## src/rtl/pc_fetch_unit.sv

```systemverilog
// pc_fetch_unit: program counter and instruction-fetch stage of the 8-bit CPU.
//
// State table:
//   S_IDLE | after reset, no request; moves to S_REQ on the next edge
//   S_REQ  | IMEM_READ high, waiting for I_BUSYWAIT low to capture INSTR_IN
//   S_EXEC | INSTRUCTION valid for decode; PC advances when D_BUSYWAIT is low
//   2'b11  | unreachable, recovers to S_IDLE
//
// Ports:
//   CLK, RESET         clock and synchronous active-high reset
//   TARGET             branch/jump target (low two bits ignored)
//   BRANCH_TAKEN       selects TARGET instead of PC+4 when leaving S_EXEC
//   D_BUSYWAIT         data-memory stall, freezes S_EXEC
//   I_BUSYWAIT         instruction-memory busy, INSTR_IN valid when low
//   INSTR_IN           instruction word from instruction memory
//   IMEM_READ          read request (decoded from state)
//   IMEM_ADDRESS       read address, always the PC
//   PC, PC_PLUS4       program counter and its sequential successor
//   INSTRUCTION        registered instruction presented to decode
//   INSTR_VALID        high while INSTRUCTION is executing
//   RETIRED            count of completed instructions, wraps at 2^32
//   FETCH_ERR          sticky fetch-timeout flag, cleared only by reset
module pc_fetch_unit #(
    parameter logic [31:0] RESET_PC = 32'h0000_0000,
    parameter int unsigned TIMEOUT  = 16
) (
    input  logic        CLK,
    input  logic        RESET,
    input  logic [31:0] TARGET,
    input  logic        BRANCH_TAKEN,
    input  logic        D_BUSYWAIT,
    input  logic        I_BUSYWAIT,
    input  logic [31:0] INSTR_IN,
    output logic        IMEM_READ,
    output logic [31:0] IMEM_ADDRESS,
    output logic [31:0] PC,
    output logic [31:0] PC_PLUS4,
    output logic [31:0] INSTRUCTION,
    output logic        INSTR_VALID,
    output logic [31:0] RETIRED,
    output logic        FETCH_ERR
);

    localparam logic [1:0] S_IDLE = 2'b00;
    localparam logic [1:0] S_REQ  = 2'b01;
    localparam logic [1:0] S_EXEC = 2'b10;

    localparam bit          TIMEOUT_EN = (TIMEOUT != 0);
    localparam logic [15:0] TIMEOUT_W  = 16'(TIMEOUT);

    logic [1:0]  state;
    logic [15:0] wait_cnt;
    logic [15:0] wait_cnt_inc;
    logic [31:0] next_pc;

    assign PC_PLUS4     = PC + 32'd4;
    assign IMEM_READ    = (state == S_REQ);
    assign IMEM_ADDRESS = PC;

    // Saturate so a memory that never answers cannot wrap the counter
    // back below the timeout threshold.
    assign wait_cnt_inc = (wait_cnt == 16'hFFFF) ? wait_cnt : wait_cnt + 16'd1;

    // Targets are word aligned by construction.
    assign next_pc = BRANCH_TAKEN ? {TARGET[31:2], 2'b00} : PC_PLUS4;

    always_ff @(posedge CLK) begin
        if (RESET) begin
            state       <= S_IDLE;
            PC          <= RESET_PC;
            INSTRUCTION <= '0;
            INSTR_VALID <= 1'b0;
            RETIRED     <= '0;
            FETCH_ERR   <= 1'b0;
            wait_cnt    <= '0;
        end else begin
            case (state)
                S_IDLE: begin
                    state <= S_REQ;
                end
                S_REQ: begin
                    if (!I_BUSYWAIT) begin
                        INSTRUCTION <= INSTR_IN;
                        INSTR_VALID <= 1'b1;
                        wait_cnt    <= '0;
                        state       <= S_EXEC;
                    end else begin
                        wait_cnt <= wait_cnt_inc;
                        // Flag only; the fetch keeps waiting for memory.
                        if (TIMEOUT_EN && (wait_cnt_inc >= TIMEOUT_W)) begin
                            FETCH_ERR <= 1'b1;
                        end
                    end
                end
                S_EXEC: begin
                    // A stalled edge ignores BRANCH_TAKEN/TARGET entirely;
                    // the branch is re-evaluated on the releasing edge.
                    if (!D_BUSYWAIT) begin
                        PC          <= next_pc;
                        RETIRED     <= RETIRED + 32'd1;
                        INSTR_VALID <= 1'b0;
                        state       <= S_REQ;
                    end
                end
                default: begin
                    INSTR_VALID <= 1'b0;
                    state       <= S_IDLE;
                end
            endcase
        end
    end

endmodule

```

## config.mk

```make
export PLATFORM = sky130hd
export DESIGN_NAME = pc_fetch_unit
export DESIGN_NICKNAME = d
export VERILOG_FILES = /design/src/rtl/pc_fetch_unit.sv
export SDC_FILE = /design/constraint.sdc
export NUM_CORES = 1
export LEC_CHECK = 0
export ABC_AREA = 0
export BUFFER_PORTS_ARGS = -buffer_cell sky130_fd_sc_hd__buf_2
export CORE_MARGIN = 3
export CORE_UTILIZATION = 49
export DETAILED_ROUTE_END_ITERATION = 8
export GPL_TIMING_DRIVEN = 0
export PLACE_DENSITY = 0.81
export SYNTH_ARGS = -nofsm -noshare
export SYNTH_HDL_FRONTEND = slang
export SYNTH_SLANG_ARGS = --single-unit
export TNS_END_PERCENT = 1
```

## constraint.sdc

```tcl
create_clock -name CLK -period 3.15 [get_ports CLK]
set_clock_uncertainty 0.1 [all_clocks]
set_input_delay 0.1575 -clock CLK [delete_from_list [all_inputs] [get_ports CLK]]
set_output_delay 0.1575 -clock CLK [all_outputs]
set_load 0.01 [all_outputs]
```

# Yosys cells after proc, flatten, opt, wreduce, memory -nomap -nowiden

Index checks and enable logic that the tools add are counted.

Input bits: 69
Output and inout bits: 163
Bits in registers: 116
Word-level logic and storage cells: 34

$add $sub $neg: 3
Muxes and demuxes: 9
Bitwise logic cells: 3
Equality and inequality tests: 5
Reduce and logical (&&, ||, !) cells: 6
$lt $le $gt $ge: 1

Operators with widths:

| operator                | count |
|---|---|
| $add A32 B1 Y32 const B | 1 |
| $add A32 B3 Y32 const B | 1 |
| $mux W16                | 2 |
| $mux W32                | 1 |
| $add A16 B1 Y16 const B | 1 |
| $eq A16 B16 Y1 const B  | 1 |
| $ge A16 B5 Y1 const B   | 1 |
| $pmux W2 S3             | 1 |
| $reduce_and A2 Y1       | 3 |
| $reduce_and A3 Y1       | 2 |
| $mux W2                 | 2 |
| $ne A2 B2 Y1 const B    | 2 |
| $not A1 Y1              | 3 |
| $pmux W1 S3             | 1 |
| $eq A2 B1 Y1 const B    | 1 |
| $eq A2 B2 Y1 const B    | 1 |
| $logic_not A2 Y1        | 1 |
| $mux W1                 | 2 |

# Logic depth before layout (Yosys ltp)

Gate-level depths: netlist (run 1).

Word-level depth: 4
Mapped depth: 8
Mapped depth without buffers: 7

# Least setup slack after synthesis (run 1)

Ideal clock, no wire load.

Path type: reg2reg
From: reg PC[2] (netlist: IMEM_ADDRESS[2])
To: reg PC[28] (netlist: IMEM_ADDRESS[28])
Period minus slack after synthesis: 2.328 ns
Setup time: 0.074 ns
Setup slack: 0.822 ns
Stages on the path, launching flop included: 8
Arrival time: 2.154 ns
Buffers on the path: 0
Data required time: 2.976 ns
Cells stage by stage: dfxtp_1 -> ha_1 -> nand3_1 -> nor4_4 -> and3_1 -> nand2_1 -> or4_1 -> a31oi_1

Longest elaborated chain between the ends: 2

Ends and longest elaborated chain:

| what                   | line | source |
|---|---|---|
| start, declared        | 36   | `output logic [31:0] PC,` |
| start signal, assigned | 99   | `PC <= next_pc;` |
| $add A32 B3 Y32        | 56   | `assign PC_PLUS4 = PC + 32'd4;` |
| $mux W32               | 65   | `assign next_pc = BRANCH_TAKEN ? {TARGET[31:2], 2'b00} : PC_PLUS4;` |

Every way passes these cells.
A chain may end at the register's enable or synchronous reset.

# Worst setup path after layout (run 1)

From: reg PC[2] (netlist: IMEM_ADDRESS[2])
To: out PC_PLUS4[28]

Longest elaborated chain between the ends: 1

Ends and longest elaborated chain:

| what            | line | source |
|---|---|---|
| $add A32 B3 Y32 | 56   |  |
| end, declared   | 37   | `output logic [31:0] PC_PLUS4,` |

Every way passes these cells.

==> results.cfg, run 1 <==
[synthesis]
yosysUniqueCellTypes = 52
syn_avg_cell_area_um2 = 7.73
synthCells = 774
synth_edf_count = 0
synth-main-ff-cell = dfxtp_1
yosysSeqAreaShare_pct = 38.1
post_synth_instance_area_mm2 = 0.00598
synthArstFlopShare_pct = 0
synth_seq_cells = 114
yosys_warnings = 0

[worst_setup_path]
rr_endpoint = RETIRED[27]
crit_buf_inv = 1
crit_start = IMEM_ADDRESS[2]
slowest_stage = dfxtp_1
cp-end-kind = output port
critical_path_class = reg -> out
worstPathMaxFanout = 10
arrival_ns = 2.75
critPathTopFamily = simple AND/OR/NAND/NOR gates
r2r_cells = 6
startpoint_type = register
regToRegSetupSlack_ns = 0.30
crit_required_ns = 2.89
crit-reg2reg-launch = state[1]
path_cells = ha_1 > nand3_1 > nor4_4 > and3_1 > nand2_1 > xnor2_1 > buf_2
crit_end = PC_PLUS4[28]
slowest_delay_ns = 0.51
worst-path-stages = 7

[timing]
fmax_mhz = 333
slew_headroom_pct = 39.1
rsz0062_at_grt = true
hold_viol = 0
finalMaxSlewViolations = 0
hold_ws_ns = 0.0194
min_period_ns = 3.00
setup_viol = 0
worst_slew_pin_slew_ns = 0.905
finalSetupTns_ns = 0
finalCritPeriodShare_pct = 95.3

[global_routing]
grt_max_degree = 17
overflow = 0
antenna_found_initial = 0
track_usage_pct = 30.4
grt_pass1_wl_mm = 32.3
grt_pass1_vias = 6392

[job]
max_cap_violations = 0

[route]
vias = 6872
wirelength_mm = 20.9
drc = 0
wl_per_cell_um = 17.3
vias_per_cell = 5.68
drt_iter0_drc = 613
final_antenna_net_count = 0
first_pass_iters = 5

[finish]
final.fill_count = 889
num-nets-final = 1127
syn2layout_area_growth_pct = 37.7
register_area_mm2 = 0.00228
layoutNonFillerInstCount = 1210
drive_gt1_share_pct = 27.8
final_common_cell = buf_2
n_antenna_cell = 0
multiInputGateArea_mm2 = 0.00325
layout_common_cells = buf_2 (222), dfxtp_1 (114), nand2_1 (113)
design_area_mm2 = 0.00824

[power]
leakage_nw = 3.82
power_switching_uw = 910
pwr-share-clk_pct = 50.8
ir_drop_mv = 0.430
pwr-share-seq_pct = 40.1
sw_frac_of_total_pct = 24.3
cellPowerDensity_mw_per_mm2 = 454
power.internal_mw = 2.83
combinationalPowerShare_pct = 9.2

[clock_tree]
cts_tree = built
postCtsSetupRepairBufs = 0
cts_buffers = 17
cts_buffer_depth = 2
cts.clk_slew.worst_paths_ns = 0.05
htreeDepth = 4
cts_root_buf = clkbuf_16
clock_sinks = 114
clk_latency_ns = 0.41

[floorplan]
start_util_pct = 51.3
dieArea_mm2 = 0.0136
num_io_pins = 232
die_width_um = 117
die_h_um = 117
core-area_mm2 = 0.0117
core.rowCount = 39

[worst_hold_path]
hold-path-cell-count = 5
hp-class = in -> reg

[place]
hpwl_mm = 13.9
routabilityCongestion = 0.927
dp_cells = 1143
io_buffers = 221
placed_area_mm2 = 0.00729

[status]
status = complete, no violations
-- logic make-up after synthesis --
group | count (synthesis) | synth area share, %
xor gates and xnor gates | 63 | 9.22
AOI/OAI and AO/OA | 176 | 17.8
buffers and inverters | 89 | 7.93
adders and majority gates | 3 | 0.627
other | 1 | 0.0627
and+or+nand+nor | 325 | 25.7
DFF | 114 | 38.1
muxes | 3 | 0.523
-- registers in the layout (all words and copies together) (netlist names) --
register and flops:
FETCH_ERR 1, IMEM_ADDRESS 30, INSTRUCTION 32, INSTR_VALID 1
RETIRED 32, state 2, wait_cnt 16
-- timing repair --
action                                  in CTS  in global routing
gates resized for setup                      0                  1
hold buffers                                36                  0
hold endpoints to repair                    36                  0
endpoints found under the setup margin       0                  3
-- power groups by stage --
stage / Sequential, mW / Clock, mW / Combinational (mW)
finish: 1.50 / 1.90 / 0.343
CTS: 1.50 / 1.91 / 0.329
global route: 1.50 / 1.99 / 0.371
detailed placement: 1.53 / 0 / 0.292
global placement: 1.52 / 0 / 0.290
floorplan: 1.53 / 0 / 0.149
-- worst reg2reg max path, stage by stage, from the launching register on --
cell,delay (ns)
dfxtp_1,0.41
nor3b_2,0.59
nand4_1,0.41
nor4_1,0.79
nand3_1,0.20
xor2_1,0.17
nor2_1,0.05
-- cell type report --
class / instances / area share [%]
clock inverters: 9 / 1.29
clock buffers: 22 / 5.76
plain buffers: 82 / 5.44
multi-input cells: 576 / 39.5
inverters: 7 / 0.319
well taps: 143 / 2.17
repair buffers: 257 / 17.8
flip-flops and latches: 114 / 27.7
-- worst min path at each step --
| stage | endpoint | from | slack, ns |
|---|---|---|---|
| finish | IMEM_ADDRESS[21] | TARGET[21] | 0.02 |
| detailed placement | INSTRUCTION[7] | INSTR_IN[7] | 0.30 |
| CTS | IMEM_ADDRESS[21] | TARGET[21] | 0.003 |
| floorplan | INSTRUCTION[0] | INSTR_IN[0] | 0.19 |
| global placement | INSTRUCTION[23] | INSTR_IN[23] | 0.30 |
| global route | IMEM_ADDRESS[23] | TARGET[23] | 0.04 |
-- metrics by stage --
stage	utilization, %	setup WS, ns	power [mW]
2_1_floorplan	-	0.822	1.68
3_5_place_dp	62.5	0.368	1.82
3_3_place_gp	62.5	0.360	1.81
4_1_cts	70.6	0.0595	3.73
5_1_grt	70.6	-0.0504	3.86
6_report	70.6	0.147	3.74
-- cell usage after synthesis (3+ instances only) --
master | count | area (um^2)
nand2_1 | 113 | 424
or3_1 | 5 | 31.3
nand3_1 | 36 | 180
nor3_1 | 19 | 95.1
xnor2_1 | 24 | 210
ha_1 | 3 | 37.5
a31oi_1 | 11 | 68.8
o211ai_1 | 4 | 30.0
and4_1 | 8 | 70.1
a22o_1 | 5 | 43.8
inv_1 | 7 | 26.3
nand4_1 | 11 | 68.8
and3_1 | 26 | 163
o31ai_1 | 7 | 52.6
a211oi_1 | 3 | 22.5
buf_1 | 3 | 11.3
clkbuf_1 | 41 | 154
o21bai_1 | 4 | 30.0
nand2b_1 | 5 | 31.3
nor4_1 | 3 | 18.8
buf_4 | 37 | 278
dfxtp_1 | 114 | 2280
a311oi_1 | 3 | 26.3
a21oi_1 | 78 | 390
nor2_1 | 84 | 315
xor2_1 | 39 | 342
a22oi_1 | 13 | 97.6
o21ai_0 | 28 | 140
a21o_1 | 5 | 37.5
-- per-layer routing --
metal	GRT usage [%]	vias to the layer above	wire length [um]	part of all wire (%)
li1	-	3226	-	-
met1	36.3	3196	8250	39
met2	49.2	391	9940	47
met3	9.74	59	2110	10
met4	15.2	0	639	3.1
met5	0	-	0	0
No activity file was read; power rests on OpenSTA's default activity.
==> run 2, diff against run 1 <==
MAX_ROUTING_LAYER = met4   (was not set)
==> run 2 against run 1 <==
Maximum frequency increased by 2.2%. Non-clock buffer count increased by 1. Sequential power about the same. Highest routed layer unchanged. Via count decreased by 1.4%. Critical endpoint unchanged. Critical path depth unchanged. Clock-buffer cell count increased by 1. First-iteration DRC count increased by 23%.
==> results.cfg, run 2 (same netlist as run 1, synthesis figures left out) <==
[timing]
hold_ws_ns = 0.0104
worst_slew_pin_slew_ns = 0.923
rsz0062_at_grt = true
fmax_mhz = 340
hold_viol = 0
finalCritPeriodShare_pct = 93.3
slew_headroom_pct = 37.9
finalMaxSlewViolations = 0
min_period_ns = 2.94
setup_viol = 0

[route]
vias_per_cell = 5.60
final_antenna_net_count = 0
drt_iter0_drc = 754
wirelength_mm = 20.2
drc = 0
first_pass_iters = 7
wl_per_cell_um = 16.7
vias = 6779

[clock_tree]
cts_buffers = 17
htreeDepth = 4
cts_root_buf = clkbuf_16
cts_buffer_depth = 2
postCtsSetupRepairBufs = 0
clk_latency_ns = 0.41
cts_tree = built
clock_sinks = 114
cts.clk_slew.worst_paths_ns = 0.05

[floorplan]
die_width_um = 117
die_h_um = 117
start_util_pct = 51.3
dieArea_mm2 = 0.0136
core-area_mm2 = 0.0117
num_io_pins = 232
core.rowCount = 39

[worst_setup_path]
crit-reg2reg-launch = state[1]
critical_path_class = reg -> out
startpoint_type = register
rr_endpoint = RETIRED[27]
cp-end-kind = output port
arrival_ns = 2.68
regToRegSetupSlack_ns = 0.35
r2r_cells = 6
crit_required_ns = 2.89
worstPathMaxFanout = 10

[global_routing]
grt_pass1_vias = 6300
grt_pass1_wl_mm = 31.1
grt_max_degree = 17
overflow = 0
track_usage_pct = 30.0
antenna_found_initial = 0

[place]
routabilityCongestion = 0.942
hpwl_mm = 13.8
io_buffers = 221
placed_area_mm2 = 0.00729

[finish]
syn2layout_area_growth_pct = 37.9
final_common_cell = buf_2
final.fill_count = 889
num-nets-final = 1128
n_antenna_cell = 0
drive_gt1_share_pct = 27.7
design_area_mm2 = 0.00825
layout_common_cells = buf_2 (222), dfxtp_1 (114), nand2_1 (113)
finalCoreUtilization_pct = 70.7

[worst_hold_path]
hp-class = in -> reg
hold-path-endpoint = IMEM_ADDRESS[21]
hold-path-cell-count = 5
worst_hold_startpoint = TARGET[21]

[power]
leakage_nw = 3.83
cellPowerDensity_mw_per_mm2 = 452
ir_drop_mv = 0.473
total_power_mw = 3.73

[job]
max_cap_violations = 0

[status]
status = complete, no violations
[run 2: per-layer routing]
layer / part of all wire (%) / GRT usage (%)
met5: 0 / -
met4: 2.9 / 13.7
met3: 8.6 / 6.74
met2: 47 / 48.3
met1: 42 / 35.6
[run 2: what timing repair did]
action | in CTS | in global routing
resized for setup | 0 | 1
hold buffers | 37 | 0
endpoints found under the hold margin | 37 | 0
endpoints found under the setup margin | 0 | 3
[run 2: worst max-delay path: stages, from the launching register on]
cell and delay (ns):
dfxtp_1 0.50, ha_1 0.30, nand3_1 0.21, nor4_4 0.50, and3_1 0.29, nand2_1 0.13
xnor2_1 0.17, buf_2 0.16
[run 2: how the worst max path moves through the flow]
stage	start	endpoint	slack, ns	cells past startpoint
6_report	IMEM_ADDRESS[2]	PC_PLUS4[28]	0.21	7
2_1_floorplan	IMEM_ADDRESS[2]	IMEM_ADDRESS[28]	0.82	7
5_1_grt	IMEM_ADDRESS[2]	PC_PLUS4[28]	-0.007	7
3_3_place_gp	state[1]	RETIRED[31]	0.38	6
4_1_cts	IMEM_ADDRESS[10]	PC_PLUS4[31]	0.05	7
3_5_place_dp	state[1]	RETIRED[27]	0.38	6
[run 2: power breakdown]
part / internal (mW) / leakage, nW / switching (mW) / total [mW]
combinational: 0.144 / 2.63 / 0.195 / 0.339
clock: 1.22 / 0.283 / 0.670 / 1.89
sequential: 1.47 / 0.922 / 0.0260 / 1.50
total: 2.84 / 3.83 / 0.892 / 3.73
[run 2: cell type report]
| type | count | area (um^2) | share of cell area [%] |
|---|---|---|---|
| clock buffers | 23 | 478 | 5.79 |
| multi-input cells | 576 | 3250 | 39.5 |
| clock inverters | 8 | 104 | 1.26 |
| plain buffers | 82 | 448 | 5.43 |
| repair buffers | 258 | 1480 | 17.9 |
| well taps | 143 | 179 | 2.17 |
| inverters | 7 | 26.3 | 0.319 |
| flip-flops and latches | 114 | 2280 | 27.7 |
[run 2: metrics by stage]
stage,setup TNS (ns),std cells,setup WS (ns)
floorplan,0,779,0.822
CTS,0,1211,0.0516
global placement,0,1143,0.379
detailed placement,0,1143,0.381
global route,-0.00688,1211,-0.00688
finish,0,1211,0.212
